==> src/rtl/fifo_rd_stream_if.sv <==
// -----------------------------------------------------------------------------
// fifo_rd_stream_if
// Bundles the two sides of the read-side drain stage:
//   fifo side   : rempty, rdata (show-ahead head word), rd (pop strobe)
//   stream side : m_valid, m_ready, m_data, m_last, burst_done, burst_cnt
// Modports
//   master : the drain stage (drives rd and the stream outputs)
//   slave  : its environment (fifo read port plus downstream consumer)
// -----------------------------------------------------------------------------
interface fifo_rd_stream_if #(
  parameter int DSIZE = 8,
  parameter int BCNTW = 8
);
  logic             rempty;
  logic [DSIZE-1:0] rdata;
  logic             rd;
  logic             m_valid;
  logic             m_ready;
  logic [DSIZE-1:0] m_data;
  logic             m_last;
  logic             burst_done;
  logic [BCNTW-1:0] burst_cnt;

  modport master (
    input  rempty, rdata, m_ready,
    output rd, m_valid, m_data, m_last, burst_done, burst_cnt
  );

  modport slave (
    output rempty, rdata, m_ready,
    input  rd, m_valid, m_data, m_last, burst_done, burst_cnt
  );
endinterface

==> src/rtl/fifo_rd_stream.sv <==
// -----------------------------------------------------------------------------
// fifo_rd_stream
// Drains a show-ahead async-fifo read port into a valid/ready stream through a
// 2-entry skid buffer (head + skid) and frames the stream into BURST-beat
// bursts with a last flag, a burst-done pulse and a wrapping burst counter.
// Ports
//   rclk : read clock (fifo read-side clock)
//   rrst : asynchronous active-high reset
//   bus  : fifo_rd_stream_if.master
//          rempty/rdata in, rd out            (fifo read port)
//          m_ready in, m_valid/m_data/m_last  (output stream)
//          burst_done/burst_cnt out           (burst bookkeeping)
// -----------------------------------------------------------------------------
module fifo_rd_stream #(
  parameter int DSIZE = 8,
  parameter int BURST = 4,
  parameter int BCNTW = 8
) (
  input  logic                    rclk,
  input  logic                    rrst,
  fifo_rd_stream_if.master        bus
);

  localparam int            BW        = (BURST > 1) ? $clog2(BURST) : 1;
  localparam logic [BW-1:0] LAST_BEAT = BW'(BURST - 1);

  logic [1:0]       occ;
  logic [1:0]       occ_next;
  logic [DSIZE-1:0] head;
  logic [DSIZE-1:0] skid;
  logic [BW-1:0]    beat;
  logic             done;
  logic [BCNTW-1:0] bcnt;
  logic             rd;
  logic             valid;
  logic             xfer;
  logic             last;

  // Pop only from flops and the fifo flag so no path exists from m_ready to rd;
  // a full buffer refuses the pop even if the consumer accepts this cycle.
  assign rd    = ~rrst & ~bus.rempty & (occ != 2'd2);
  assign valid = (occ != 2'd0);
  assign xfer  = valid & bus.m_ready;
  assign last  = valid & (beat == LAST_BEAT);

  assign bus.rd         = rd;
  assign bus.m_valid    = valid;
  assign bus.m_data     = head;
  assign bus.m_last     = last;
  assign bus.burst_done = done;
  assign bus.burst_cnt  = bcnt;

  // Occupancy update: +1 on pop, -1 on transfer, unchanged on both or neither.
  always_comb begin
    occ_next = occ;
    case ({rd, xfer})
      2'b10:   occ_next = occ + 2'd1;
      2'b01:   occ_next = occ - 2'd1;
      default: occ_next = occ;
    endcase
  end

  // Skid buffer data path, burst beat counter and burst bookkeeping.
  always_ff @(posedge rclk or posedge rrst) begin
    if (rrst) begin
      occ  <= 2'd0;
      head <= '0;
      skid <= '0;
      beat <= '0;
      done <= 1'b0;
      bcnt <= '0;
    end else begin
      occ <= occ_next;
      case (occ)
        2'd0: begin
          if (rd) head <= bus.rdata;
        end
        2'd1: begin
          // Head leaving while a new word arrives: bypass skid entirely.
          if (rd && xfer)  head <= bus.rdata;
          else if (rd)     skid <= bus.rdata;
        end
        2'd2: begin
          if (xfer) head <= skid;
        end
        default: begin
          head <= head;
        end
      endcase

      if (xfer) begin
        beat <= (beat == LAST_BEAT) ? '0 : beat + BW'(1);
      end
      done <= xfer & last;
      if (xfer && last) begin
        bcnt <= bcnt + BCNTW'(1);
      end
    end
  end

endmodule

==> src/flat_wrapper.sv <==
// flat-port wrapper written by rule: the top's interface ports become plain ports
module fifo_rd_stream_flat 
#(
  parameter int DSIZE = 8,
  parameter int BURST = 4,
  parameter int BCNTW = 8
)
  (rclk, rrst, bus_rempty, bus_rdata, bus_m_ready, bus_rd, bus_m_valid, bus_m_data, bus_m_last, bus_burst_done, bus_burst_cnt);
  fifo_rd_stream_if #(.DSIZE(DSIZE), .BCNTW(BCNTW)) bus_i ();
  input  logic rclk;
  input  logic rrst;
  input wire logic [$bits(bus_i.rempty)-1:0] bus_rempty;
  input wire logic [$bits(bus_i.rdata)-1:0] bus_rdata;
  input wire logic [$bits(bus_i.m_ready)-1:0] bus_m_ready;
  output wire logic [$bits(bus_i.rd)-1:0] bus_rd;
  output wire logic [$bits(bus_i.m_valid)-1:0] bus_m_valid;
  output wire logic [$bits(bus_i.m_data)-1:0] bus_m_data;
  output wire logic [$bits(bus_i.m_last)-1:0] bus_m_last;
  output wire logic [$bits(bus_i.burst_done)-1:0] bus_burst_done;
  output wire logic [$bits(bus_i.burst_cnt)-1:0] bus_burst_cnt;
  assign bus_i.rempty = bus_rempty;
  assign bus_i.rdata = bus_rdata;
  assign bus_i.m_ready = bus_m_ready;
  assign bus_rd = bus_i.rd;
  assign bus_m_valid = bus_i.m_valid;
  assign bus_m_data = bus_i.m_data;
  assign bus_m_last = bus_i.m_last;
  assign bus_burst_done = bus_i.burst_done;
  assign bus_burst_cnt = bus_i.burst_cnt;
  fifo_rd_stream #(.DSIZE(DSIZE), .BURST(BURST), .BCNTW(BCNTW)) u_core (.rclk(rclk), .rrst(rrst), .bus(bus_i));
endmodule
==> config.mk <==
export PLATFORM = sky130hd
export DESIGN_NAME = fifo_rd_stream_flat
export DESIGN_NICKNAME = d
export VERILOG_FILES = /design/src/rtl/fifo_rd_stream_if.sv /design/src/rtl/fifo_rd_stream.sv /design/src/flat_wrapper.sv
export SDC_FILE = /design/constraint.sdc
export NUM_CORES = 1
export LEC_CHECK = 0
export ABC_CLOCK_PERIOD_IN_PS = 3300
export CAP_MARGIN = 30
export CORE_ASPECT_RATIO = 1.4
export CORE_MARGIN = 2
export CORE_UTILIZATION = 47
export CTS_CLUSTER_DIAMETER = 200
export DETAILED_ROUTE_END_ITERATION = 10
export DONT_BUFFER_PORTS = 1
export MAX_ROUTING_LAYER = met4
export PLACE_DENSITY_LB_ADDON = 0.2
export SKIP_CTS_REPAIR_TIMING = 1
export SKIP_LAST_GASP = 1
export SLEW_MARGIN = 20
export SYNTH_ARGS = -nofsm -noshare
export SYNTH_HDL_FRONTEND = slang
export SYNTH_SLANG_ARGS = --single-unit
==> constraint.sdc <==
create_clock -name rclk -period 3.3 [get_ports rclk]
set_clock_uncertainty 0.15 [all_clocks]
set_input_delay 0.66 -clock rclk [delete_from_list [all_inputs] [get_ports rclk]]
set_output_delay 0.66 -clock rclk [all_outputs]
set_load 0.01 [all_outputs]
==> impl_metrics.csv, run 1 <==
group,metric,value,unit
critical_path,cp.arrival,2970,ps
sta,clock.fmax,338.5,MHz
detailed_routing,via_count,809,
logic_synthesis,yosysWarnings,0,
final_layout,drive_gt1_frac,0.3448,
final_layout,layoutNonFillerInstCount,153,
final_layout,area_growth,14.25,%
floorplan,die_w,50.21,um
critical_path,r2r_end,"u_core.bus.m_data[6]$_DFFE_PP0P_",
sta,fin_setup_tns,0,ps
critical_path,critPathKind,"reg -> reg",
sta,worstMarginPinSlew,670.9,ps
logic_synthesis,synthCells,108,
detailed_routing,wl,2262,um
floorplan,pin_count,32,
sta,setup_viol,0,
logic_synthesis,synth_fp_nets,129,
placed_design,place_hpwl,1752,um
sta,period_share,0.8951,
sta,final-max-slew-violation-count,0,
run_status,status,"complete, no violations",
detailed_routing,drt-initial-drc-count,9,
placed_design,dp_cells,145,
clocking,cts.sinks,29,
sta,slew_headroom,0.5527,
global_routing,gr-usage-all-layers,0.1589,
logic_synthesis,synthesis.area,0.001405,mm2
power,switching_share,0.3079,
floorplan,core-area,0.002849,mm2
critical_path,end_kind,"register",
detailed_routing,dr.pass1.iters,3,
critical_path,path_cells,"inv_1, ha_1, or3_1, inv_1, ha_1, and2b_2, a2111oi_4, mux2_2",
logic_synthesis,yosysTopAreaCell,"dfrtp_1",
placed_design,port_buffers,0,
detailed_routing,ant_nets,0,
logic_synthesis,yosys.cell_types.count,21,
global_routing,first_global_vias,832,
clocking,clock-root-buffer,"clkbuf_8",
critical_path,cp.buffers_inverters,2,
floorplan,start_util,0.4932,
power,p_int,0.001108,W
sta,rsz0062_at_grt,"false",
critical_path,rrSetupSlack,350,ps
critical_path,r2r_cells,8,
power,seq_power_share,0.400,
power,p_switching,0.0004928,W
sta,layout_min_cycle_time,2954,ps
logic_synthesis,yosys.area.top_type_share,0.5165,
clocking,ctsHtreeMaxLevel,2,
global_routing,overflow,0,
power,power.density,996.9,mW/mm2
power,p_leak,0.7707,nW
clocking,cts_tree,"done",
critical_path,critPathMaxStageDelay,650,ps
detailed_routing,via_per_inst,5.288,
detailed_routing,wire_per_inst,14.78,um
critical_path,cp_top_family,"compound AO/OA/AOI/OAI gates",
clocking,cts_buffers,5,
sta,finalHoldViolCount,0,
placed_design,gp_congestion,0.6988,
critical_path,path_max_fanout,8,
detailed_routing,post-route-drc-count,0,
sta,whs,172.6,ps
hold_path,hold_path.class,"in -> async",
final_layout,layout.nets,136,
logic_synthesis,syn_avg_cell_area,13.01,um2
global_routing,antenna_found_initial,0,
critical_path,reg2reg_from,"u_core.occ[0]$_DFFE_PP0P_",
floorplan,fp.dieH,68.70,um
final_layout,antenna_cells,0,
floorplan,dieArea,0.003449,mm2
logic_synthesis,ys_ff_latch,29,
global_routing,grt_pass1_wl,3774,um
clocking,cts_buffer_depth,2,
logic_synthesis,synth.area.top_cells,"dfrtp_1 (52%), mux2_2 (20%), ha_1 (8.0%), xor2_1 (3.1%), nand2_1 (2.9%)",
power,comb_power_share,0.329,
job,maxCapViolCount,0,
final_layout,nFillCells,244,
critical_path,slowest_stage,"a2111oi_4",
critical_path,crit_path_start_kind,"register",
power,peakVddDrop,0.6678,mV
power,total_power,0.001600,W
power,power_frac_clock,0.271,
clocking,cts.reportedPaths.clkPinSlew,60,ps
clocking,clk_latency,280,ps
critical_path,worst_ep_required_time,3320,ps
logic_synthesis,ys_seq_area_frac,0.5165,
global_routing,grt_max_degree,18,
floorplan,core.rowCount,23,
[power by group through the flow]
| stage | Sequential, W | Combinational, W | Clock [W] |
|---|---|---|---|
| 5_1_grt | 0.000664 | 0.000585 | 0.000456 |
| 2_1_floorplan | 0.000619 | 0.000463 | 0 |
| 6_report | 0.000639 | 0.000527 | 0.000434 |
| 4_1_cts | 0.000643 | 0.000543 | 0.000446 |
| 3_5_place_dp | 0.000649 | 0.000544 | 0 |
| 3_3_place_gp | 0.000644 | 0.000521 | 0 |
[cells by family after synthesis]
| family | count (synthesis) | synth area share |
|---|---|---|
| fa+ha+maj | 9 | 0.08014 |
| buf+inv | 9 | 0.02939 |
| compound gates | 4 | 0.03651 |
| simple gates | 23 | 0.08104 |
| flops | 29 | 0.5165 |
| mux | 25 | 0.2004 |
| xor+xnor | 9 | 0.05610 |
[registers in the layout, summed over array words and instances (netlist names)]
name,flops
u_core.occ,2
u_core.beat,2
u_core.skid,8
u_core.bus.burst_cnt,8
u_core.bus.m_data,8
u_core.bus.burst_done,1
[per-stage QoR]
| step | instance area, um2 | setup slack, ps | utilization |
|---|---|---|---|
| 2_1_floorplan | 1405 | 311.8 | - |
| 3_3_place_gp | 1444 | 352.7 | 0.5068 |
| 3_5_place_dp | 1471 | 279.2 | 0.5165 |
| 4_1_cts | 1605 | 283.4 | 0.5635 |
| 5_1_grt | 1605 | 144.2 | 0.5635 |
| 6_report | 1605 | 346.1 | 0.5635 |
[cells in the final DEF (no fill, tap or decap)]
cell type | synthesis | layout
dfrtp_1 | 29 | 29
mux2_2 | 25 | 25
nand2_1 | 11 | 11
ha_1 | 9 | 9
inv_1 | 7 | 7
xor2_1 | 5 | 5
clkbuf_8 | 0 | 5
xnor2_1 | 4 | 4
nor3_1 | 3 | 3
nor2_1 | 2 | 2
and2b_2 | 2 | 2
bufinv_16 | 0 | 2
nand2b_1 | 1 | 1
a21o_2 | 1 | 1
nand3_1 | 1 | 1
nand4b_1 | 1 | 1
o31a_2 | 1 | 1
a2111oi_4 | 1 | 1
or3_1 | 1 | 1
o21ai_0 | 1 | 1
nor4_1 | 1 | 1
clkinv_2 | 0 | 1
buf_16 | 0 | 1
buf_4 | 0 | 1
[area by class of cell]
cell class	count	area (um2)	area share
inverter	7	26.28	0.01637
clock buffer	5	68.82	0.04287
tap	37	46.29	0.02884
sequential	29	725.7	0.4521
timing repair buffer	2	35.03	0.02182
clock inverter	3	65.06	0.04053
multi-input combinational	70	638.1	0.3975
[synthesized netlist by cell type]
master / count
xor2_1: 5
o21ai_0: 1
nand2b_1: 1
nor3_1: 3
nand2_1: 11
a21o_2: 1
a2111oi_4: 1
ha_1: 9
buf_6: 1
mux2_2: 25
o31a_2: 1
inv_1: 7
dfrtp_1: 29
nor4_1: 1
nor2_1: 2
and2b_2: 2
xnor2_1: 4
or3_1: 1
nand3_1: 1
nand4b_1: 1
clkbuf_1: 1
[layer usage]
| layer | track usage | up-vias | part of all wire |
|---|---|---|---|
| met3 | 0.08405 | 5 | 0.095 |
| met1 | 0.1383 | 402 | 0.36 |
| li1 | - | 375 | - |
| met2 | 0.2763 | 27 | 0.53 |
| met5 | - | - | 0 |
| met4 | 0.08333 | 0 | 0.020 |
[worst max path at each step]
stage / end / from / cells after the start / slack, ps
global route: u_core.bus.m_data[3]$_DFFE_PP0P_ / u_core.occ[0]$_DFFE_PP0P_ / 8 / 140
finish: u_core.bus.m_data[6]$_DFFE_PP0P_ / u_core.occ[0]$_DFFE_PP0P_ / 8 / 350
CTS: u_core.bus.m_data[6]$_DFFE_PP0P_ / u_core.occ[0]$_DFFE_PP0P_ / 8 / 280
global placement: u_core.bus.m_data[5]$_DFFE_PP0P_ / u_core.occ[0]$_DFFE_PP0P_ / 8 / 350
floorplan: u_core.bus.m_data[0]$_DFFE_PP0P_ / u_core.occ[0]$_DFFE_PP0P_ / 9 / 310
detailed placement: u_core.bus.m_data[6]$_DFFE_PP0P_ / u_core.occ[0]$_DFFE_PP0P_ / 8 / 280
Note: power is estimated with default switching activity, not from simulation.
==> run 2: changes to the inputs <==
--- a/config.mk
+++ b/config.mk
@@ -13,8 +13,7 @@
 export CTS_CLUSTER_DIAMETER = 200
 export DETAILED_ROUTE_END_ITERATION = 10
 export DONT_BUFFER_PORTS = 1
-export MAX_ROUTING_LAYER = met4
-export PLACE_DENSITY_LB_ADDON = 0.2
+export PLACE_DENSITY = 0.61
 export SKIP_CTS_REPAIR_TIMING = 1
 export SKIP_LAST_GASP = 1
 export SLEW_MARGIN = 20
==> constraint.sdc (replaced) <==
create_clock -name rclk -period 3.3 [get_ports rclk]
set_clock_uncertainty 0.15 [all_clocks]
set_input_delay 0.33 -clock rclk [delete_from_list [all_inputs] [get_ports rclk]]
set_output_delay 0.33 -clock rclk [all_outputs]
set_load 0.01 [all_outputs]
==> run 2 against run 1 <==
  * Utilization shrank 1.4 points
  * Critical endpoint is now u_core.bus.m_data[1]$_DFFE_PP0P_
  * Critical path type unchanged
  * Clock-buffer cell count grew 1
  * Total power decreased by 9.7%
  * Critical path depth did not move
  * Hold slack worse by 120 ps
  * Register-to-register slack got worse by 20 ps
  * Fmax decreased by 0.60%
  * Cell area shrank 2.6%
  * Sequential share of layout area up 1.2 points
==> impl_metrics.csv, run 2 (synthesis gave the netlist of run 1 again) <==
group,metric,value,unit
run_status,status,"complete, no violations",
power,total_power,0.001445,W
critical_path,end_kind,"register",
clocking,cts_buffer_depth,2,
floorplan,fp.dieH,68.70,um
floorplan,die_w,50.21,um
sta,fin_ws,328.2,ps
critical_path,cp.buffers_inverters,2,
floorplan,dieArea,0.003449,mm2
detailed_routing,wire_per_inst,15.49,um
final_layout,drive_gt1_frac,0.3333,
sta,clock.fmax,336.5,MHz
global_routing,grt_util_met2,0.3059,
final_layout,area_growth,11.31,%
clocking,ctsHtreeMaxLevel,2,
sta,slew_headroom,0.5596,
critical_path,worst_ep_required_time,3310,ps
sta,rsz0062_at_grt,"false",
global_routing,overflow,0,
clocking,cts_tree,"done",
critical_path,path_cells,"inv_1, ha_1, nand2b_1, inv_1, ha_1, and2b_2, a2111oi_4, mux2_2",
placed_design,port_buffers,0,
floorplan,core-area,0.002849,mm2
power,seq_power_share,0.444,
power,switching_share,0.3390,
critical_path,cp.arrival,2980,ps
power,power_frac_clock,0.185,
hold_path,hold_path.class,"in -> reg",
final_layout,mostFrequentLayoutCells,"dfrtp_1 (29), mux2_2 (25), nand2_1 (11)",
power,p_int,0.0009551,W
detailed_routing,via_per_inst,5.247,
sta,fin_setup_tns,0,ps
final_layout,layout.nets,137,
sta,finalHoldViolCount,0,
detailed_routing,post-route-drc-count,0,
sta,period_share,0.9005,
power,power.density,923.9,mW/mm2
power,p_switching,0.0004899,W
floorplan,pin_count,32,
global_routing,gr-usage-all-layers,0.1631,
floorplan,start_util,0.4932,
final_layout,nFillCells,249,
sta,worstMarginPinSlew,660.6,ps
global_routing,grt_pass1_wl,4008,um
global_routing,first_global_vias,865,
sta,final-max-slew-violation-count,0,
detailed_routing,drt-initial-drc-count,17,
global_routing,grt_max_degree,20,
detailed_routing,ant_nets,0,
critical_path,cp_top_family,"compound AO/OA/AOI/OAI gates",
placed_design,gp_congestion,0.6984,
critical_path,critPathKind,"reg -> reg",
clocking,cts.reportedPaths.clkPinSlew,60,ps
sta,layout_min_cycle_time,2972,ps
job,maxCapViolCount,0,
clocking,clock-root-buffer,"clkbuf_8",
critical_path,crit_path_start_kind,"register",
final_layout,antenna_cells,0,
floorplan,core.rowCount,23,
power,peakVddDrop,0.5160,mV
global_routing,use_met3,0.05172,
final_layout,layout_commonest_cell,"dfrtp_1",
critical_path,path_max_fanout,8,
detailed_routing,via_count,808,
global_routing,top_usage_layer,"met2",
clocking,cts_buffers,5,
power,comb_power_share,0.372,
critical_path,slowest_stage,"a2111oi_4",
detailed_routing,dr.pass1.iters,4,
placed_design,place_hpwl,1786,um
global_routing,antenna_found_initial,0,
detailed_routing,wl,2385,um
sta,setup_viol,0,
clocking,cts.sinks,29,
global_routing,met1_usage,0.1556,
power,p_leak,0.7517,nW
clocking,clk_latency,270,ps
placed_design,pre_cts_ws,303.8,ps
critical_path,critPathMaxStageDelay,640,ps
-- run 2: changes by cell type in the layout (fill, tap and decap cells not counted), sizes merged --
cell         change
clkbuf           +1
clkinv           +1
bufinv           -2
dlygate4sd3      +1
-- run 2: path summary, 6_finish.rpt --
path	to	startpoint	slack [ps]	depth (start not counted)
max reg2reg	u_core.bus.m_data[1]$_DFFE_PP0P_	u_core.occ[0]$_DFFE_PP0P_	330	8
min reg2reg	u_core.beat[1]$_DFFE_PP0P_	u_core.beat[1]$_DFFE_PP0P_	330	2
min	u_core.skid[4]$_DFFE_PP0P_	bus_rdata[4]	60	1
max in group asynchronous	u_core.skid[3]$_DFFE_PP0P_	rrst	2150	3
min in group asynchronous	u_core.bus.burst_cnt[0]$_DFFE_PP0P_	rrst	380	2
max	u_core.bus.m_data[1]$_DFFE_PP0P_	u_core.occ[0]$_DFFE_PP0P_	330	8
-- run 2: cell type report --
cell class,instances,area [um2],area share
Sequential cell,29,725.7,0.4640
Multi-Input combinational cell,70,638.1,0.4080
Clock buffer,6,72.57,0.04640
Tap cell,37,46.29,0.02960
Timing Repair Buffer,3,45.04,0.02880
Inverter,7,26.28,0.01680
Clock inverter,2,10.01,0.006400
-- run 2: power by group through the flow --
stage / sequential [W] / combinational (W) / clock, W
finish: 0.000641 / 0.000537 / 0.000267
global route: 0.000666 / 0.000605 / 0.000295
CTS: 0.000645 / 0.000548 / 0.000279
detailed placement: 0.000650 / 0.000549 / 0
global placement: 0.000644 / 0.000522 / 0
floorplan: 0.000619 / 0.000463 / 0
-- run 2: routing by layer --
layer / share of wire / up-vias
met5: 0 / -
met4: 0.017 / 0
met2: 0.54 / 26
met3: 0.062 / 5
met1: 0.38 / 401
li1: - / 376
-- run 2: stage by stage --
stage / std cells / area, um2 / util / hold WS [ps]
finish: 154 / 1564 / 0.5490 / 56.26
global route: 154 / 1564 / 0.5490 / 45.66
CTS: 153 / 1554 / 0.5455 / -169.8
detailed placement: 145 / 1471 / 0.5165 / 125.2
global placement: 144 / 1444 / 0.5068 / 319.2
floorplan: 108 / 1405 / - / 258.1
==> run 3: changes to the inputs <==
--- a/config.mk
+++ b/config.mk
@@ -5,7 +5,7 @@
 export SDC_FILE = /design/constraint.sdc
 export NUM_CORES = 1
 export LEC_CHECK = 0
-export ABC_CLOCK_PERIOD_IN_PS = 3300
+export ABC_CLOCK_PERIOD_IN_PS = 2550
 export CAP_MARGIN = 30
 export CORE_ASPECT_RATIO = 1.4
 export CORE_MARGIN = 2
@@ -13,10 +13,11 @@
 export CTS_CLUSTER_DIAMETER = 200
 export DETAILED_ROUTE_END_ITERATION = 10
 export DONT_BUFFER_PORTS = 1
-export PLACE_DENSITY = 0.61
+export PLACE_DENSITY = 0.63
 export SKIP_CTS_REPAIR_TIMING = 1
 export SKIP_LAST_GASP = 1
 export SLEW_MARGIN = 20
 export SYNTH_ARGS = -nofsm -noshare
 export SYNTH_HDL_FRONTEND = slang
 export SYNTH_SLANG_ARGS = --single-unit
+export TNS_END_PERCENT = 30
==> constraint.sdc (replaced) <==
create_clock -name rclk -period 2.55 [get_ports rclk]
set_clock_uncertainty 0.15 [all_clocks]
set_input_delay 0.255 -clock rclk [delete_from_list [all_inputs] [get_ports rclk]]
set_output_delay 0.255 -clock rclk [all_outputs]
set_load 0.01 [all_outputs]
==> run 3 against run 2 <==
  * Die area did not move
  * Critical path depth did not move
  * Sequential power rose by 29%
  * Total power rose by 44%
  * First-iteration DRC count fell by 53%
  * Register-to-register slack got worse by 240 ps
  * Cell count rose by 7.8%
  * Utilization rose by 5.5 points
  * Wire length rose by 6.3%
  * Via count rose by 5.0%
  * Fmax rose by 21%
  * Critical endpoint is now u_core.bus.m_data[7]$_DFFE_PP0P_
  * Highest routed layer unchanged
==> impl_metrics.csv, run 3 (synthesis gave the netlist of run 1 again) <==
group,metric,value,unit
run_status,status,"complete, no violations",
placed_design,place_hpwl,1872,um
clocking,cts_buffers,5,
sta,slew_headroom,0.6173,
sta,setup_viol,0,
sta,clock.fmax,406.8,MHz
power,power.density,1208,mW/mm2
detailed_routing,post-route-drc-count,0,
final_layout,nFillCells,242,
sta,final-max-slew-violation-count,0,
critical_path,slowest_stage,"dfrtp_1",
critical_path,path_max_fanout,4,
critical_path,critPathKind,"reg -> reg",
floorplan,core.rowCount,23,
floorplan,dieArea,0.003449,mm2
clocking,cts_tree,"done",
global_routing,gr-usage-all-layers,0.1635,
detailed_routing,via_count,848,
placed_design,port_buffers,0,
clocking,clk_latency,280,ps
floorplan,start_util,0.4932,
clocking,cts.sinks,29,
global_routing,grt_max_degree,17,
clocking,ctsHtreeMaxLevel,2,
detailed_routing,dr.pass1.iters,4,
critical_path,critPathMaxStageDelay,410,ps
final_layout,layoutNonFillerInstCount,166,
final_layout,fin_area,0.001722,mm2
placed_design,gp_congestion,0.7436,
sta,rsz0062_at_grt,"false",
power,peakVddDrop,0.6301,mV
detailed_routing,via_per_inst,5.108,
critical_path,end_kind,"register",
sta,period_share,0.9641,
detailed_routing,drt-initial-drc-count,8,
clocking,cts_buffer_depth,2,
sta,layout_min_cycle_time,2458,ps
detailed_routing,wl,2536,um
placed_design,post_dp_cell_area,0.001541,mm2
final_layout,layout_commonest_cell,"dfrtp_1",
placed_design,dp_cells,150,
clocking,clock-root-buffer,"clkbuf_8",
sta,worstMarginPinSlew,573.4,ps
final_layout,antenna_cells,0,
final_layout,layout.nets,150,
power,p_leak,0.8287,nW
global_routing,antenna_found_initial,0,
critical_path,crit_path_start_kind,"register",
detailed_routing,ant_nets,0,
sta,whs,104.5,ps
floorplan,fp.dieH,68.70,um
critical_path,worst_ep_required_time,2560,ps
critical_path,cp.arrival,2470,ps
final_layout,drive_gt1_frac,0.3643,
detailed_routing,wire_per_inst,15.28,um
clocking,cts.reportedPaths.clkPinSlew,60,ps
global_routing,first_global_vias,850,
critical_path,r2r_cells,8,
floorplan,pin_count,32,
job,maxCapViolCount,0,
floorplan,core-area,0.002849,mm2
hold_path,hold_path_depth,2,
global_routing,overflow,0,
final_layout,mostFrequentLayoutCells,"dfrtp_1 (29), mux2_2 (17), nand2_1 (11)",
hold_path,hold_path.class,"in -> reg",
sta,finalHoldViolCount,0,
critical_path,path_cells,"ha_2, or3_4, inv_4, ha_4, and2b_2, a2111oi_4, buf_4, mux2_4",
floorplan,die_w,50.21,um
global_routing,grt_pass1_wl,3926,um
final_layout,area_growth,22.53,%
## run 3: cell types whose count changed in the layout (fill, tap and decap cells not counted), sizes merged
cell         change
clkinv           -2
clkbuf           +1
buf              +5
dlygate4sd3      +8
## run 3: area by class of cell
cell class / instances / area [um2] / area share
Timing Repair Buffer: 16 / 146.4 / 0.08503
Sequential cell: 29 / 725.7 / 0.4215
Inverter: 7 / 28.78 / 0.01672
Multi-Input combinational cell: 70 / 688.2 / 0.3997
Clock buffer: 7 / 86.33 / 0.05015
Tap cell: 37 / 46.29 / 0.02689
## run 3: through the flow
step           setup WS, ps  utilization  power, W  setup TNS, ps
6_report              91.58       0.6043  0.002080              0
5_1_grt               7.817       0.6043  0.002219              0
4_1_cts               74.81       0.5714  0.002087              0
3_5_place_dp          85.05       0.5411  0.001707              0
3_3_place_gp          142.9       0.5411  0.001666              0
2_1_floorplan        -240.8            -  0.001519          -1927
## run 3: worst max-delay path, delay by kind of cell, from the launching register on
| kind | cells | cell delay (ps) |
|---|---|---|
| AOI/OAI and AO/OA | 1 | 320 |
| adders and majority gates | 2 | 300 |
| buffers and inverters | 2 | 300 |
| DFF | 1 | 410 |
| muxes | 1 | 290 |
| and+or+nand+nor | 2 | 570 |
## run 3: final timing paths
check / from / end / slack, ps
worst max-delay path: u_core.occ[1]$_DFFE_PP0P_ / u_core.bus.m_data[7]$_DFFE_PP0P_ / 90
worst min-delay path: bus_rdata[5] / u_core.bus.m_data[5]$_DFFE_PP0P_ / 100
worst max register to register: u_core.occ[1]$_DFFE_PP0P_ / u_core.bus.m_data[7]$_DFFE_PP0P_ / 90
worst min register to register: u_core.beat[1]$_DFFE_PP0P_ / u_core.beat[1]$_DFFE_PP0P_ / 340
max in group asynchronous: rrst / u_core.bus.burst_cnt[4]$_DFFE_PP0P_ / 1300
min in group asynchronous: rrst / u_core.bus.m_data[2]$_DFFE_PP0P_ / 320
## run 3: power by group
group | switching, W | total (W) | internal [W]
combinational | 0.000342 | 0.000878 | 0.000536
clock | 0.000160 | 0.000374 | 0.000213
sequential | 0.000173 | 0.000828 | 0.000655
## run 3: routing by layer
layer,vias to the layer above,global-route usage,share of wire
li1,403,-,-
met1,418,0.1720,0.43
met2,22,0.2681,0.49
met3,5,0.07112,0.056
met4,0,0.1042,0.022
met5,-,0,0
